`config.mk`:
```
export PLATFORM = sky130hd
export DESIGN_NAME = cp0_regfile_flat
export DESIGN_NICKNAME = d
export VERILOG_FILES = /design/src/rtl/cp0_regfile_if.sv /design/src/rtl/cp0_regfile.sv /design/src/flat_wrapper.sv
export SDC_FILE = /design/constraint.sdc
export NUM_CORES = 1
export LEC_CHECK = 0
export ABC_AREA = 1
export BUFFER_PORTS_ARGS = -buffer_cell sky130_fd_sc_hd__buf_2
export CORE_AREA = 2 2 139 141
export DETAILED_ROUTE_END_ITERATION = 12
export DIE_AREA = 0 0 141 143
export PLACE_DENSITY = 0.8
export SLEW_MARGIN = 20
export SYNTH_ARGS = -nofsm -noshare
export SYNTH_HDL_FRONTEND = slang
export SYNTH_SLANG_ARGS = --single-unit
export TNS_END_PERCENT = 1
```
`constraint.sdc`:
```
create_clock -name clk -period 2.3 [get_ports clk]
set_clock_uncertainty 0.05 [all_clocks]
set_input_delay 0.46 -clock clk [delete_from_list [all_inputs] [get_ports clk]]
set_output_delay 0.46 -clock clk [all_outputs]
set_load 0.1 [all_outputs]
```
`src/rtl/cp0_regfile_if.sv`:
```
// Pipeline-to-CP0 bus: MTC0/MFC0 access, MEM-stage exception inputs and the
// status/cause/epc view returned to the exception unit.
interface cp0_regfile_if;
   logic        we;
   logic [4:0]  waddr;
   logic [4:0]  raddr;
   logic [31:0] wdata;
   logic [5:0]  int_hard;
   logic [31:0] except_type;
   logic [31:0] pcM;
   logic        is_in_delayslotM;
   logic [31:0] badvaddrM;
   logic [31:0] rdata;
   logic [31:0] cp0_status;
   logic [31:0] cp0_cause;
   logic [31:0] cp0_epc;
   logic        timer_int;

   modport master (
      output we, waddr, raddr, wdata, int_hard, except_type, pcM,
             is_in_delayslotM, badvaddrM,
      input  rdata, cp0_status, cp0_cause, cp0_epc, timer_int
   );

   modport slave (
      input  we, waddr, raddr, wdata, int_hard, except_type, pcM,
             is_in_delayslotM, badvaddrM,
      output rdata, cp0_status, cp0_cause, cp0_epc, timer_int
   );
endinterface

```
`src/rtl/cp0_regfile.sv`:
```
// MIPS32 CP0 register file: exception commit, ERET, MTC0/MFC0 and the
// Count/Compare timer. Exception/ERET commit takes priority over MTC0.
`ifndef CP0_EXC_TYPES_DEFINED
`define CP0_EXC_TYPES_DEFINED
`define EXC_TYPE_NOEXC 32'h0000_0000
`define EXC_TYPE_INT   32'h0000_0001
`define EXC_TYPE_ADEL  32'h0000_0004
`define EXC_TYPE_ADES  32'h0000_0005
`define EXC_TYPE_SYS   32'h0000_0008
`define EXC_TYPE_BP    32'h0000_0009
`define EXC_TYPE_RI    32'h0000_000a
`define EXC_TYPE_OV    32'h0000_000c
`define EXC_TYPE_ERET  32'h0000_000e
`endif

module cp0_regfile #(
   parameter int COUNT_DIV = 2
) (
   input  logic          clk,
   input  logic          rst,
   cp0_regfile_if.slave  bus
);

   localparam logic [31:0] STATUS_RST   = 32'h0040_0000;
   localparam logic [31:0] STATUS_WMASK = 32'h0000_ff03;
   localparam logic [31:0] CAUSE_WMASK  = 32'h0000_0300;
   localparam bit          DIV_ONE      = (COUNT_DIV == 32'd1);

   logic [31:0] badvaddr_r, count_r, compare_r, status_r, cause_r, epc_r;
   logic        tick_r;

   logic [31:0] badvaddr_nxt_s, count_nxt_s, compare_nxt_s;
   logic [31:0] status_nxt_s, cause_nxt_s, epc_nxt_s, rdata_s;
   logic        tick_nxt_s, tick_s, exc_s, eret_s, wr_s, match_s, addr_exc_s;
   logic [4:0]  exccode_s;

   // Classify the MEM-stage event and map the exception type to ExcCode.
   always_comb begin
      exc_s      = (bus.except_type != `EXC_TYPE_NOEXC) && (bus.except_type != `EXC_TYPE_ERET);
      eret_s     = (bus.except_type == `EXC_TYPE_ERET);
      wr_s       = bus.we && (bus.except_type == `EXC_TYPE_NOEXC);
      match_s    = (count_r == compare_r);
      tick_s     = DIV_ONE ? 1'b1 : tick_r;
      addr_exc_s = (bus.except_type == `EXC_TYPE_ADEL) || (bus.except_type == `EXC_TYPE_ADES);
      case (bus.except_type)
         `EXC_TYPE_INT:  exccode_s = 5'h00;
         `EXC_TYPE_ADEL: exccode_s = 5'h04;
         `EXC_TYPE_ADES: exccode_s = 5'h05;
         `EXC_TYPE_SYS:  exccode_s = 5'h08;
         `EXC_TYPE_BP:   exccode_s = 5'h09;
         `EXC_TYPE_RI:   exccode_s = 5'h0a;
         `EXC_TYPE_OV:   exccode_s = 5'h0c;
         default:        exccode_s = cause_r[6:2];
      endcase
   end

   // Next-state: timer and hardware IP every cycle, then commit or MTC0.
   always_comb begin
      badvaddr_nxt_s      = badvaddr_r;
      compare_nxt_s       = compare_r;
      status_nxt_s        = status_r;
      epc_nxt_s           = epc_r;
      cause_nxt_s         = cause_r;
      cause_nxt_s[15:10]  = {bus.int_hard[5] | cause_r[30], bus.int_hard[4:0]};
      tick_nxt_s          = DIV_ONE ? 1'b0 : ~tick_r;
      if (match_s) begin
         cause_nxt_s[30] = 1'b1;
      end else begin
         cause_nxt_s[30] = cause_r[30];
      end
      if (tick_s) begin
         count_nxt_s = count_r + 32'd1;
      end else begin
         count_nxt_s = count_r;
      end

      if (exc_s) begin
         // A nested exception keeps the EPC/BD of the outermost one.
         if (!status_r[1]) begin
            epc_nxt_s       = bus.is_in_delayslotM ? (bus.pcM - 32'd4) : bus.pcM;
            cause_nxt_s[31] = bus.is_in_delayslotM;
         end else begin
            epc_nxt_s       = epc_r;
            cause_nxt_s[31] = cause_r[31];
         end
         status_nxt_s[1]  = 1'b1;
         cause_nxt_s[6:2] = exccode_s;
         if (addr_exc_s) begin
            badvaddr_nxt_s = bus.badvaddrM;
         end else begin
            badvaddr_nxt_s = badvaddr_r;
         end
      end else if (eret_s) begin
         status_nxt_s[1] = 1'b0;
      end else if (wr_s) begin
         case (bus.waddr)
            5'd9:    count_nxt_s   = bus.wdata;
            5'd11: begin
               compare_nxt_s   = bus.wdata;
               cause_nxt_s[30] = 1'b0;
            end
            5'd12:   status_nxt_s  = (status_r & ~STATUS_WMASK) | (bus.wdata & STATUS_WMASK);
            5'd13:   cause_nxt_s   = (cause_nxt_s & ~CAUSE_WMASK) | (bus.wdata & CAUSE_WMASK);
            5'd14:   epc_nxt_s     = bus.wdata;
            default: epc_nxt_s     = epc_r;
         endcase
      end else begin
         epc_nxt_s = epc_r;
      end
   end

   // State registers with synchronous reset overriding everything.
   always_ff @(posedge clk) begin
      if (rst) begin
         badvaddr_r <= 32'h0000_0000;
         count_r    <= 32'h0000_0000;
         compare_r  <= 32'h0000_0000;
         status_r   <= STATUS_RST;
         cause_r    <= 32'h0000_0000;
         epc_r      <= 32'h0000_0000;
         tick_r     <= 1'b0;
      end else begin
         badvaddr_r <= badvaddr_nxt_s;
         count_r    <= count_nxt_s;
         compare_r  <= compare_nxt_s;
         status_r   <= status_nxt_s;
         cause_r    <= cause_nxt_s;
         epc_r      <= epc_nxt_s;
         tick_r     <= tick_nxt_s;
      end
   end

   // MFC0 read port shows pre-update state; no write-through bypass.
   always_comb begin
      case (bus.raddr)
         5'd8:    rdata_s = badvaddr_r;
         5'd9:    rdata_s = count_r;
         5'd11:   rdata_s = compare_r;
         5'd12:   rdata_s = status_r;
         5'd13:   rdata_s = cause_r;
         5'd14:   rdata_s = epc_r;
         default: rdata_s = 32'h0000_0000;
      endcase
   end

   assign bus.rdata      = rdata_s;
   assign bus.cp0_status = status_r;
   assign bus.cp0_cause  = cause_r;
   assign bus.cp0_epc    = epc_r;
   assign bus.timer_int  = cause_r[30];

endmodule

```
`src/flat_wrapper.sv`:
```
// flat-port wrapper written by rule: the top's interface ports become plain ports
module cp0_regfile_flat 
#(
   parameter int COUNT_DIV = 2
)
  (clk, rst, bus_we, bus_waddr, bus_raddr, bus_wdata, bus_int_hard, bus_except_type, bus_pcM, bus_is_in_delayslotM, bus_badvaddrM, bus_rdata, bus_cp0_status, bus_cp0_cause, bus_cp0_epc, bus_timer_int);
  cp0_regfile_if bus_i ();
  input  logic clk;
  input  logic rst;
  input wire logic [$bits(bus_i.we)-1:0] bus_we;
  input wire logic [$bits(bus_i.waddr)-1:0] bus_waddr;
  input wire logic [$bits(bus_i.raddr)-1:0] bus_raddr;
  input wire logic [$bits(bus_i.wdata)-1:0] bus_wdata;
  input wire logic [$bits(bus_i.int_hard)-1:0] bus_int_hard;
  input wire logic [$bits(bus_i.except_type)-1:0] bus_except_type;
  input wire logic [$bits(bus_i.pcM)-1:0] bus_pcM;
  input wire logic [$bits(bus_i.is_in_delayslotM)-1:0] bus_is_in_delayslotM;
  input wire logic [$bits(bus_i.badvaddrM)-1:0] bus_badvaddrM;
  output wire logic [$bits(bus_i.rdata)-1:0] bus_rdata;
  output wire logic [$bits(bus_i.cp0_status)-1:0] bus_cp0_status;
  output wire logic [$bits(bus_i.cp0_cause)-1:0] bus_cp0_cause;
  output wire logic [$bits(bus_i.cp0_epc)-1:0] bus_cp0_epc;
  output wire logic [$bits(bus_i.timer_int)-1:0] bus_timer_int;
  assign bus_i.we = bus_we;
  assign bus_i.waddr = bus_waddr;
  assign bus_i.raddr = bus_raddr;
  assign bus_i.wdata = bus_wdata;
  assign bus_i.int_hard = bus_int_hard;
  assign bus_i.except_type = bus_except_type;
  assign bus_i.pcM = bus_pcM;
  assign bus_i.is_in_delayslotM = bus_is_in_delayslotM;
  assign bus_i.badvaddrM = bus_badvaddrM;
  assign bus_rdata = bus_i.rdata;
  assign bus_cp0_status = bus_i.cp0_status;
  assign bus_cp0_cause = bus_i.cp0_cause;
  assign bus_cp0_epc = bus_i.cp0_epc;
  assign bus_timer_int = bus_i.timer_int;
  cp0_regfile #(.COUNT_DIV(COUNT_DIV)) u_core (.clk(clk), .rst(rst), .bus(bus_i));
endmodule
```
==> qor.txt <==
Number of fill cells in the layout -> 1725
Total gr overflow -> 0
Vias in the first global route -> 10300
Final Slew Violations -> 0
Setup violators final -> 0
Post-layout instance area -> 0.0124 mm²
Detailed Place HPWL -> 26.4 mm
Die Width -> 141 µm
Hold Path Class -> in -> reg
Leading cell type by number of instances after synthesis -> nand2_1
Seq/Total Area, Yosys -> 31.3%
CTS tree -> yes
Initial antenna violation count -> 2
CTS Sinks -> 153
Routed via count -> 11200
DRT Pass-1 Iters -> 6
Mean area per synthesized cell -> 6.08 µm²
CP required -> 1.79 ns
Crit Path Class -> in -> out
Setup Fix Bufs, Post-CTS -> 0
Outcome -> complete, no violations
Post-synth top cells -> nand2_1, nor2_1, inv_1
Residual DRC -> 0
Synthesized area -> 0.00979 mm²
Post-synthesis cell count -> 1611
Top post-synthesis cells by area -> dfxtp_1, nand2_1, nor2_1
Dominant cell type by area after synthesis -> dfxtp_1
Cts bufs inserted -> 17
Distinct cells, synth -> 40
Tot GR Track Use -> 33.3%
Routed WL -> 34.2 mm
Predominant post-synthesis flop cell -> dfxtp_1
WHS -> 0.189 ns
Post-DRT Antenna Nets -> 0
Final worst path period need -> 2.27 ns
Final #Nets -> 1987
DRT iter0 DRCs -> 1041
Worst slew pin tran -> 0.789 ns
Site Rows -> 50
Share of cells above drive strength 1 -> 18.9%
Cell mode on critical path -> buf_12
Pwr Density -> 561 mW/mm²
Largest net degree at the start of global routing -> 80
PortBufs -> 236
CP Data Arrival Time -> 1.76 ns
Post-synth EDFFs -> 0
Max-cap violations -> 0
Yosys top cell area share -> 31.3%
Area Overhead vs Synth -> 26.6%
FMAX -> 0.440 GHz
Routed length per placed instance -> 16.4 µm
Hold path cells -> 3
Final Hold Vio Count -> 0
Worst R2R Path Depth -> 11
Crit share post-route -> 98.8%
Post-synthesis register bit count -> 153
RePlAce Congestion -> 0.951
Num ports -> 277
CORE AREA -> 0.0186 mm²
Die extent in y -> 143 µm
Root Driver -> clkbuf_16
RSZ-0062 raised after global routing -> true
Delay of the slowest critical-path stage -> 0.22 ns
Slowest CP cell -> buf_12
CTS max path bufs -> 2
Placed Area -> 0.0118 mm²
Initial core utilization -> 52.7%
Htree depth -> 4
Critical Path Sink Type -> output port
Critical path, cell by cell -> buf_2, inv_8, nor2_4, nand4_1, inv_2, buf_12, a22oi_1, o211ai_1, buf_12
Fin worst setup slack -> 0.0268 ns
Worst-path clk slew -> 0.06 ns
Setup TNS -> 0 ns
First-pass GRT wire length -> 52.7 mm
Util after Layout -> 66.7%
Synth warn -> 0
Worst-Skew Late Latency -> 0.43 ns
Area of the die -> 0.0202 mm²
Critical Path Source Type -> input pin
Max Fanout on Critical Path -> 25
Worst vdd ir -> 0.000319 V
Leak pwr -> 5.77 nW
FFs w/ async S/R, synth -> 0%
Vias per inst -> 5.39
Pre-CTS setup slack -> -0.0117 ns
Rel. slew slack -> 47.4%
worst paths after layout:
kind                                   from                   endpoint  slack, ns
setup / recovery               bus_raddr[3]              bus_rdata[29]       0.03
hold / removal              bus_int_hard[3]   u_core.bus.cp0_cause[13]       0.19
setup reg to reg          u_core.count_r[1]         u_core.count_r[28]       0.27
hold reg to reg   u_core.bus.cp0_status[14]  u_core.bus.cp0_status[14]       0.42
registers in the layout, summed over array words and instances, names as in the netlist:
name and cells:
u_core.count_r 32, u_core.bus.cp0_status 10, u_core.compare_r 32, u_core.bus.cp0_epc 32, u_core.badvaddr_r 32, u_core.tick_r 1
u_core.bus.cp0_cause 14
cells by family after synthesis:
logic type                 Yosys count  synth area share, %
AOI/OAI and AO/OA                  253                 14.7
xor gates and xnor gates            43                 3.85
adders and majority gates            2                0.255
buffers and inverters              296                 13.4
DFF                                153                 31.3
other                                2               0.0767
and+or+nand+nor                    862                 36.4
metal layers:
metal	global-route usage [%]	up-vias	part of all wire [%]
met4	11.6	2	2.6
met5	0	-	0.038
met3	7.21	67	10
met1	43.8	5103	42
met2	54.2	558	45
li1	-	5518	-
power breakdown:
part | internal (mW) | switching (mW)
Clock | 1.54 | 1.23
Combinational | 0.287 | 1.13
Sequential | 2.70 | 0.0585
final cells by class:
class / count / area (µm²) / share of cell area [%]
flip-flops and latches: 153 / 3060 / 24.7
clock buffers: 18 / 439 / 3.54
multi-input cells: 1200 / 5680 / 45.8
well taps: 234 / 293 / 2.36
clock inverters: 14 / 138 / 1.11
inverters: 189 / 723 / 5.83
repair buffers: 276 / 2070 / 16.7
diodes: 1 / 2.50 / 0.0202
stage by stage:
step	total power, mW	instances
2_1_floorplan	3.88	1649
3_3_place_gp	4.21	2052
3_5_place_dp	4.22	2052
4_1_cts	6.94	2084
5_1_grt	7.15	2084
6_report	6.96	2085
repair_timing:
| item | CTS | global route |
|---|---|---|
| pin swaps | 1 | 5 |
| resized for setup | 1 | 6 |
| hold buffers | 0 | 0 |
| cloned | 0 | 0 |
| endpoints found under the hold margin | 0 | 0 |
| setup endpoints to repair | 1 | 23 |
worst max-delay path, delay by kind of cell:
family	cells	cell delay [ns]
buffers and inverters	5	0.73
AND/OR/NAND/NOR	2	0.29
AO/OA/AOI/OAI	2	0.26
layout by cell type, fill, tap and decap left out, types with 3 or more instances in the layout:
| master | instances |
|---|---|
| xnor2_1 | 16 |
| a22oi_1 | 24 |
| o211ai_1 | 14 |
| a221oi_1 | 6 |
| o21ai_1 | 4 |
| nand3b_1 | 15 |
| xor2_1 | 27 |
| nand3_1 | 80 |
| inv_6 | 5 |
| a21oi_1 | 63 |
| nand2_1 | 372 |
| dfxtp_1 | 153 |
| nor4_1 | 3 |
| nor2_4 | 4 |
| clkinvlp_4 | 4 |
| nand2_2 | 3 |
| o2111ai_2 | 5 |
| nor2_1 | 323 |
| clkbuf_16 | 17 |
| buf_2 | 204 |
| nor2_2 | 5 |
| buf_12 | 40 |
| o221ai_2 | 6 |
| nand4_1 | 30 |
| nand3_2 | 3 |
| inv_2 | 5 |
| conb_1 | 40 |
| nor3_1 | 17 |
| inv_1 | 180 |
| o21ai_0 | 126 |
| buf_4 | 31 |
Note: power is estimated with default switching activity, not from simulation.
